File: config.mk
export PLATFORM = sky130hd
export DESIGN_NAME = imm_gen_pipe
export DESIGN_NICKNAME = d
export VERILOG_FILES = /design/src/rtl/imm_gen_pipe.sv
export SDC_FILE = /design/constraint.sdc
export NUM_CORES = 1
export LEC_CHECK = 0
export BUFFER_PORTS_ARGS = -buffer_cell sky130_fd_sc_hd__buf_2
export CORE_MARGIN = 10
export CORE_UTILIZATION = 47
export DETAILED_ROUTE_END_ITERATION = 12
export GPL_TIMING_DRIVEN = 0
export PLACE_DENSITY_LB_ADDON = 0.08
export RECOVER_POWER = 50
export SETUP_SLACK_MARGIN = 0.3
export SLEW_MARGIN = 20
export SYNTH_ARGS = -nofsm -noshare
export SYNTH_HDL_FRONTEND = slang
export SYNTH_SLANG_ARGS = --single-unit
File: constraint.sdc
create_clock -name clk_i -period 2.15 [get_ports clk_i]
set_input_delay 0.43 -clock clk_i [delete_from_list [all_inputs] [get_ports clk_i]]
set_output_delay 0.43 -clock clk_i [all_outputs]
set_load 0.005 [all_outputs]
File: src/rtl/imm_gen_pipe.sv
// Multi-lane RISC-V immediate generator with an output FIFO and flush.
// Optional stall counter enabled by defining IMM_GEN_STALL_CNT_EN.
module imm_gen_pipe #(
  parameter int XLEN  = 64,
  parameter int LANES = 2,
  parameter int DEPTH = 2
) (
  input  logic                  clk_i,
  input  logic                  rstn_i,
  input  logic                  flush_i,
  input  logic                  valid_i,
  output logic                  ready_o,
  input  logic [LANES*32-1:0]   instr_i,
  input  logic [LANES-1:0]      lane_valid_i,
  output logic                  valid_o,
  input  logic                  ready_i,
  output logic [LANES*XLEN-1:0] imm_o,
  output logic [LANES*3-1:0]    imm_type_o,
  output logic [LANES-1:0]      lane_valid_o,
  output logic [31:0]           stall_cnt_o
);

  localparam int AW = $clog2(DEPTH);

  localparam logic [6:0] OP_LUI    = 7'b0110111;
  localparam logic [6:0] OP_AUIPC  = 7'b0010111;
  localparam logic [6:0] OP_JAL    = 7'b1101111;
  localparam logic [6:0] OP_JALR   = 7'b1100111;
  localparam logic [6:0] OP_LOAD   = 7'b0000011;
  localparam logic [6:0] OP_ALUI   = 7'b0010011;
  localparam logic [6:0] OP_ALUIW  = 7'b0011011;
  localparam logic [6:0] OP_BRANCH = 7'b1100011;
  localparam logic [6:0] OP_STORE  = 7'b0100011;
  localparam logic [6:0] OP_SYSTEM = 7'b1110011;

  typedef enum logic [2:0] {
    T_NONE = 3'd0,
    T_I    = 3'd1,
    T_S    = 3'd2,
    T_B    = 3'd3,
    T_U    = 3'd4,
    T_J    = 3'd5,
    T_Z    = 3'd6
  } imm_type_e;

  logic [LANES*XLEN-1:0] dec_imm;
  logic [LANES*3-1:0]    dec_ty;
  logic [31:0]           ins;
  logic [31:0]           imm32;
  logic [6:0]            op;
  logic [2:0]            f3;
  imm_type_e             ty;
  logic                  zx;

  always_comb begin
    dec_imm = '0;
    dec_ty  = '0;
    ins     = '0;
    imm32   = '0;
    op      = '0;
    f3      = '0;
    ty      = T_NONE;
    zx      = 1'b0;
    for (int k = 0; k < LANES; k++) begin
      ins   = instr_i[32*k +: 32];
      op    = ins[6:0];
      f3    = ins[14:12];
      imm32 = '0;
      ty    = T_NONE;
      zx    = 1'b0;
      if (lane_valid_i[k]) begin
        unique case (1'b1)
          (op == OP_LUI) || (op == OP_AUIPC): begin
            imm32 = {ins[31:12], 12'b0};
            ty    = T_U;
          end
          (op == OP_JAL): begin
            imm32 = {{11{ins[31]}}, ins[31], ins[19:12],
                     ins[20], ins[30:21], 1'b0};
            ty    = T_J;
          end
          (op == OP_JALR) || (op == OP_LOAD) ||
          (op == OP_ALUI) || (op == OP_ALUIW): begin
            imm32 = {{20{ins[31]}}, ins[31:20]};
            ty    = T_I;
          end
          (op == OP_BRANCH): begin
            imm32 = {{19{ins[31]}}, ins[31], ins[7],
                     ins[30:25], ins[11:8], 1'b0};
            ty    = T_B;
          end
          (op == OP_STORE): begin
            imm32 = {{20{ins[31]}}, ins[31:25], ins[11:7]};
            ty    = T_S;
          end
          (op == OP_SYSTEM) && !f3[2]: begin
            imm32 = {{20{ins[31]}}, ins[31:20]};
            ty    = T_I;
          end
          (op == OP_SYSTEM) && f3[2] && (f3[1:0] != 2'b00): begin
            imm32 = {27'b0, ins[19:15]};
            ty    = T_Z;
            zx    = 1'b1;
          end
          default: ;
        endcase
      end
      dec_imm[XLEN*k +: XLEN] = zx ? XLEN'(imm32)
                                   : XLEN'(signed'(imm32));
      dec_ty[3*k +: 3] = ty;
    end
  end

  logic [LANES*XLEN-1:0] imm_mem_q [DEPTH];
  logic [LANES*3-1:0]    ty_mem_q  [DEPTH];
  logic [LANES-1:0]      lv_mem_q  [DEPTH];
  logic [AW-1:0]         wr_ptr_q, wr_ptr_d;
  logic [AW-1:0]         rd_ptr_q, rd_ptr_d;
  logic [AW:0]           count_q, count_d;
  logic                  push, pop;

  assign ready_o = (count_q != (AW+1)'(DEPTH));
  assign valid_o = (count_q != '0);
  assign push    = valid_i && ready_o && !flush_i;
  assign pop     = valid_o && ready_i && !flush_i;

  always_comb begin
    wr_ptr_d = wr_ptr_q;
    rd_ptr_d = rd_ptr_q;
    count_d  = count_q;
    if (flush_i) begin
      wr_ptr_d = '0;
      rd_ptr_d = '0;
      count_d  = '0;
    end else begin
      if (push) wr_ptr_d = wr_ptr_q + 1'b1;
      if (pop)  rd_ptr_d = rd_ptr_q + 1'b1;
      if (push && !pop) count_d = count_q + 1'b1;
      if (pop && !push) count_d = count_q - 1'b1;
    end
  end

  // Payload is reset so the head reads as zero out of reset.
  always_ff @(posedge clk_i or negedge rstn_i) begin
    if (!rstn_i) begin
      wr_ptr_q <= '0;
      rd_ptr_q <= '0;
      count_q  <= '0;
      for (int i = 0; i < DEPTH; i++) begin
        imm_mem_q[i] <= '0;
        ty_mem_q[i]  <= '0;
        lv_mem_q[i]  <= '0;
      end
    end else begin
      wr_ptr_q <= wr_ptr_d;
      rd_ptr_q <= rd_ptr_d;
      count_q  <= count_d;
      if (push) begin
        imm_mem_q[wr_ptr_q] <= dec_imm;
        ty_mem_q[wr_ptr_q]  <= dec_ty;
        lv_mem_q[wr_ptr_q]  <= lane_valid_i;
      end
    end
  end

  assign imm_o        = imm_mem_q[rd_ptr_q];
  assign imm_type_o   = ty_mem_q[rd_ptr_q];
  assign lane_valid_o = lv_mem_q[rd_ptr_q];

`ifdef IMM_GEN_STALL_CNT_EN
  logic [31:0] stall_q;

  always_ff @(posedge clk_i or negedge rstn_i) begin
    if (!rstn_i) begin
      stall_q <= '0;
    end else if (valid_i && !ready_o && (stall_q != '1)) begin
      stall_q <= stall_q + 32'd1;
    end
  end

  assign stall_cnt_o = stall_q;
`else
  assign stall_cnt_o = '0;
`endif

endmodule

==> metrics.txt <==
slew margin rel. about a fifth; drc violations 0; via count of the routed design 6743; clock latency on the worst-skew pair 0.42 ns; clock transition at the registers of the reported paths 0.06 ns; Final Core Density 67.11%; status complete, but fails checks; hold buffer count at cts 0; number of synthesized flops with an enable pin 0; synth unique cells 56; number of stages on the worst hold path 2; I/O pin cnt roughly 240; placer congestion estimate 0.9240; Clock H-tree levels 4; Total Routed Length between 20000 and 25000 um; Power per Cell Area roughly 660 nW/um^2; Final Max Tran Viols 0; IR drop worst, VDD 510.0 uV; count of endpoints failing hold in the final timing report 0; top achievable clock speed about 450 MHz; final-layout worst hold slack between 0.2 and 0.3 ns; CTS tree done; required time worst endpoint ~1.7 ns; Post-DRT Antenna Nets 0; Clock Root Buffer sky130_fd_sc_hd__clkbuf_16; antenna diode count 0; final critical-path setup slack -0.06199 ns; Iter 0 DRT Violations 412; number of placed instances with taps included about 1.2k; number of global-route vias before repair around 6.7k; largest fanout on the critical path 8; Top FF cell, synth sky130_fd_sc_hd__dfrtp_1; sequential area share after synthesis about half; worst clock skew on the final layout approximately 0.009 ns; count of filler cells inserted in the layout between 1k and 1.5k; maximum clock path buffer count 2; first-pass GRT wire length around 37000 um; CTS Sinks about 150; final cell count without fillers ~1.3k; total number of nets in the final design around 1.1k; PortBufs around 210; fraction of final layout cells with drive strength greater than 1 between 40% and 50%; sum of net half-perimeters after detailed placement 17030 um; Mapped Cells slightly below 800; kind of critical path register to primary output; number of iterations in the first detailed-routing pass 7; Avg Synthesized Cell Area 10.25 sq um; total leakage power around 5.8 nW; maximum number of pins on one net before global-route repair 87; type of origin of the critical path register; initial antenna violation count 0; failing checks negative setup slack; Min-Delay Path Class primary input to register; Num CTS Buffers 17; area share of the largest cell type after synthesis approximately 48%; final setup violating endpoints around 70; vias per inst 5.219; width of the die 149.8 um; Yosys warnings 0; shortest clock period the worst path allows after layout 2.212 ns; Tcrit/Tclk final 102.9%; FF+latch area between 3000 and 4000 sq um; footprint of the multi-input gates around 3600 sq um; RSZ-0062 raised after global routing yes; die footprint 22430 sq um; floorplan row count 47; Worst-Margin Slew around 1.2 ns; max capacitance violation total 0; Core Area between 15000 and 20000 sq um; length in cells of the worst reg-to-reg path 6; Area growth, synth to finish 40.10%; Wirelength per Cell approximately 19 um; leading post-synthesis cells by cell area sky130_fd_sc_hd__dfrtp_1, sky130_fd_sc_hd__mux2_2, sky130_fd_sc_hd__buf_4; post-synthesis async set-or-reset flop share 100.0%; Die Y-Extent ~150 um; number of register bits inferred by synthesis roughly 150; Total GRT Usage 20.93%; total gr overflow 0; Critical Path End Type primary output; data arrival time at the worst-slack endpoint ~1.8 ns; post-synthesis instance area approximately 7900 sq um; initial core utilization 47.90%; library cell occupying the most area in the post-synthesis netlist sky130_fd_sc_hd__dfrtp_1
-- placed cells by master, fill, tap and decap left out, types with 9 or more instances in the layout --
cell type	n
sky130_fd_sc_hd__clkbuf_1	9
sky130_fd_sc_hd__nand2_1	96
sky130_fd_sc_hd__conb_1	32
sky130_fd_sc_hd__o21ai_1	42
sky130_fd_sc_hd__a22o_1	60
sky130_fd_sc_hd__mux2_4	21
sky130_fd_sc_hd__buf_4	86
sky130_fd_sc_hd__a21oi_1	40
sky130_fd_sc_hd__a21o_1	24
sky130_fd_sc_hd__buf_6	81
sky130_fd_sc_hd__dfrtp_1	150
sky130_fd_sc_hd__clkbuf_16	22
sky130_fd_sc_hd__nor2_1	36
sky130_fd_sc_hd__o21ai_0	28
sky130_fd_sc_hd__mux2_2	59
sky130_fd_sc_hd__buf_2	167
-- report_power, final --
part | switching, mW | internal, mW | leakage, nW
clock network | 1.18 | 1.93 | 0.288
registers | 0.0749 | 2.99 | 2.08
logic | 0.552 | 0.558 | 3.45
total | 1.81 | 5.48 | 5.81
-- cells in the mapped netlist, types with 5 or more instances --
cell type and count:
sky130_fd_sc_hd__buf_4 94, sky130_fd_sc_hd__dfrtp_1 152, sky130_fd_sc_hd__buf_2 10, sky130_fd_sc_hd__a21oi_1 40
sky130_fd_sc_hd__mux2_2 74, sky130_fd_sc_hd__a21o_1 24, sky130_fd_sc_hd__nand3_1 6, sky130_fd_sc_hd__o21ai_0 29
sky130_fd_sc_hd__a22o_1 60, sky130_fd_sc_hd__clkbuf_1 29, sky130_fd_sc_hd__nand2_1 100, sky130_fd_sc_hd__and2_1 5
sky130_fd_sc_hd__nor2_1 40, sky130_fd_sc_hd__o21ai_1 41
-- sequential cells by signal, indices dropped and copies added (netlist names) --
register,count
count_q,2
ty_mem_q,12
wr_ptr_q,1
imm_mem_q,132
rd_ptr_q,1
lv_mem_q,4
-- layer usage --
layer	routed length, um	up-vias	GRT usage (%)
li1	-	3211	-
met1	10990	3235	28.06
met2	11270	271	32.26
met3	2046	26	6.039
met4	303	0	6.025
met5	0	-	0
-- cells by family (layout without fill, tap and decap cells) --
group                     Yosys count  in the layout  synth area share, %
AOI/OAI and AO/OA                 219            219                18.89
xor gates and xnor gates            2              2               0.2213
buffers and inverters             140            403                11.35
DFF                               152            152                48.06
muxes                              75             81                10.65
other                               1             32              0.04738
and+or+nand+nor                   183            183                10.78
-- stage by stage --
| stage | setup WS, ns | total power, mW | setup TNS [ns] | instance area (sq um) |
|---|---|---|---|---|
| floorplan | 0.2474 | 3.602 | 0 | 8054 |
| global placement | -1.644 | 3.980 | -261.69 | 9360 |
| detailed placement | -0.2211 | 3.997 | -15.56 | 9398 |
| CTS | -0.08326 | 7.253 | -3.324 | 10660 |
| global route | -0.1048 | 7.583 | -6.193 | 11090 |
| finish | -0.06199 | 7.290 | -2.276 | 11090 |
-- area by class of cell --
class	count	share of cell area, %
well taps	220	2.482
clock inverters	13	1.613
multi-input cells	517	32.54
inverters	4	0.1354
flip-flops and latches	152	34.32
repair buffers	232	14.06
clock buffers	18	3.870
plain buffers	136	10.98
-- path summary, 6_finish.rpt --
kind | slack [ns] | endpoint | start
hold / removal | 0.27 | imm_mem_q[8] | instr_i[28]
setup / recovery | -0.06 | imm_o[105] | rd_ptr_q
max in group asynchronous | 0.31 | count_q[1] | rstn_i
min in group asynchronous | 0.29 | imm_mem_q[89] | rstn_i
hold reg to reg | 0.47 | imm_mem_q[0] | imm_mem_q[0]
setup reg to reg | 0.40 | imm_mem_q[131] | count_q[0]
-- timing repair --
| action | in CTS | in global routing |
|---|---|---|
| endpoints found under the setup margin | 279 | 271 |
| buffers inserted | 7 | 14 |
| resized for setup | 112 | 87 |
| gates cloned | 8 | 2 |
| pin swaps | 0 | 7 |
-- critical path, cell delays in order, from the launching register on --
cell                        delay (ns)
sky130_fd_sc_hd__dfrtp_2          0.42
sky130_fd_sc_hd__buf_8            0.14
sky130_fd_sc_hd__clkbuf_16        0.16
sky130_fd_sc_hd__mux2_4           0.38
sky130_fd_sc_hd__buf_6            0.14
sky130_fd_sc_hd__buf_6            0.10
Note: power is estimated with default switching activity, not from simulation.
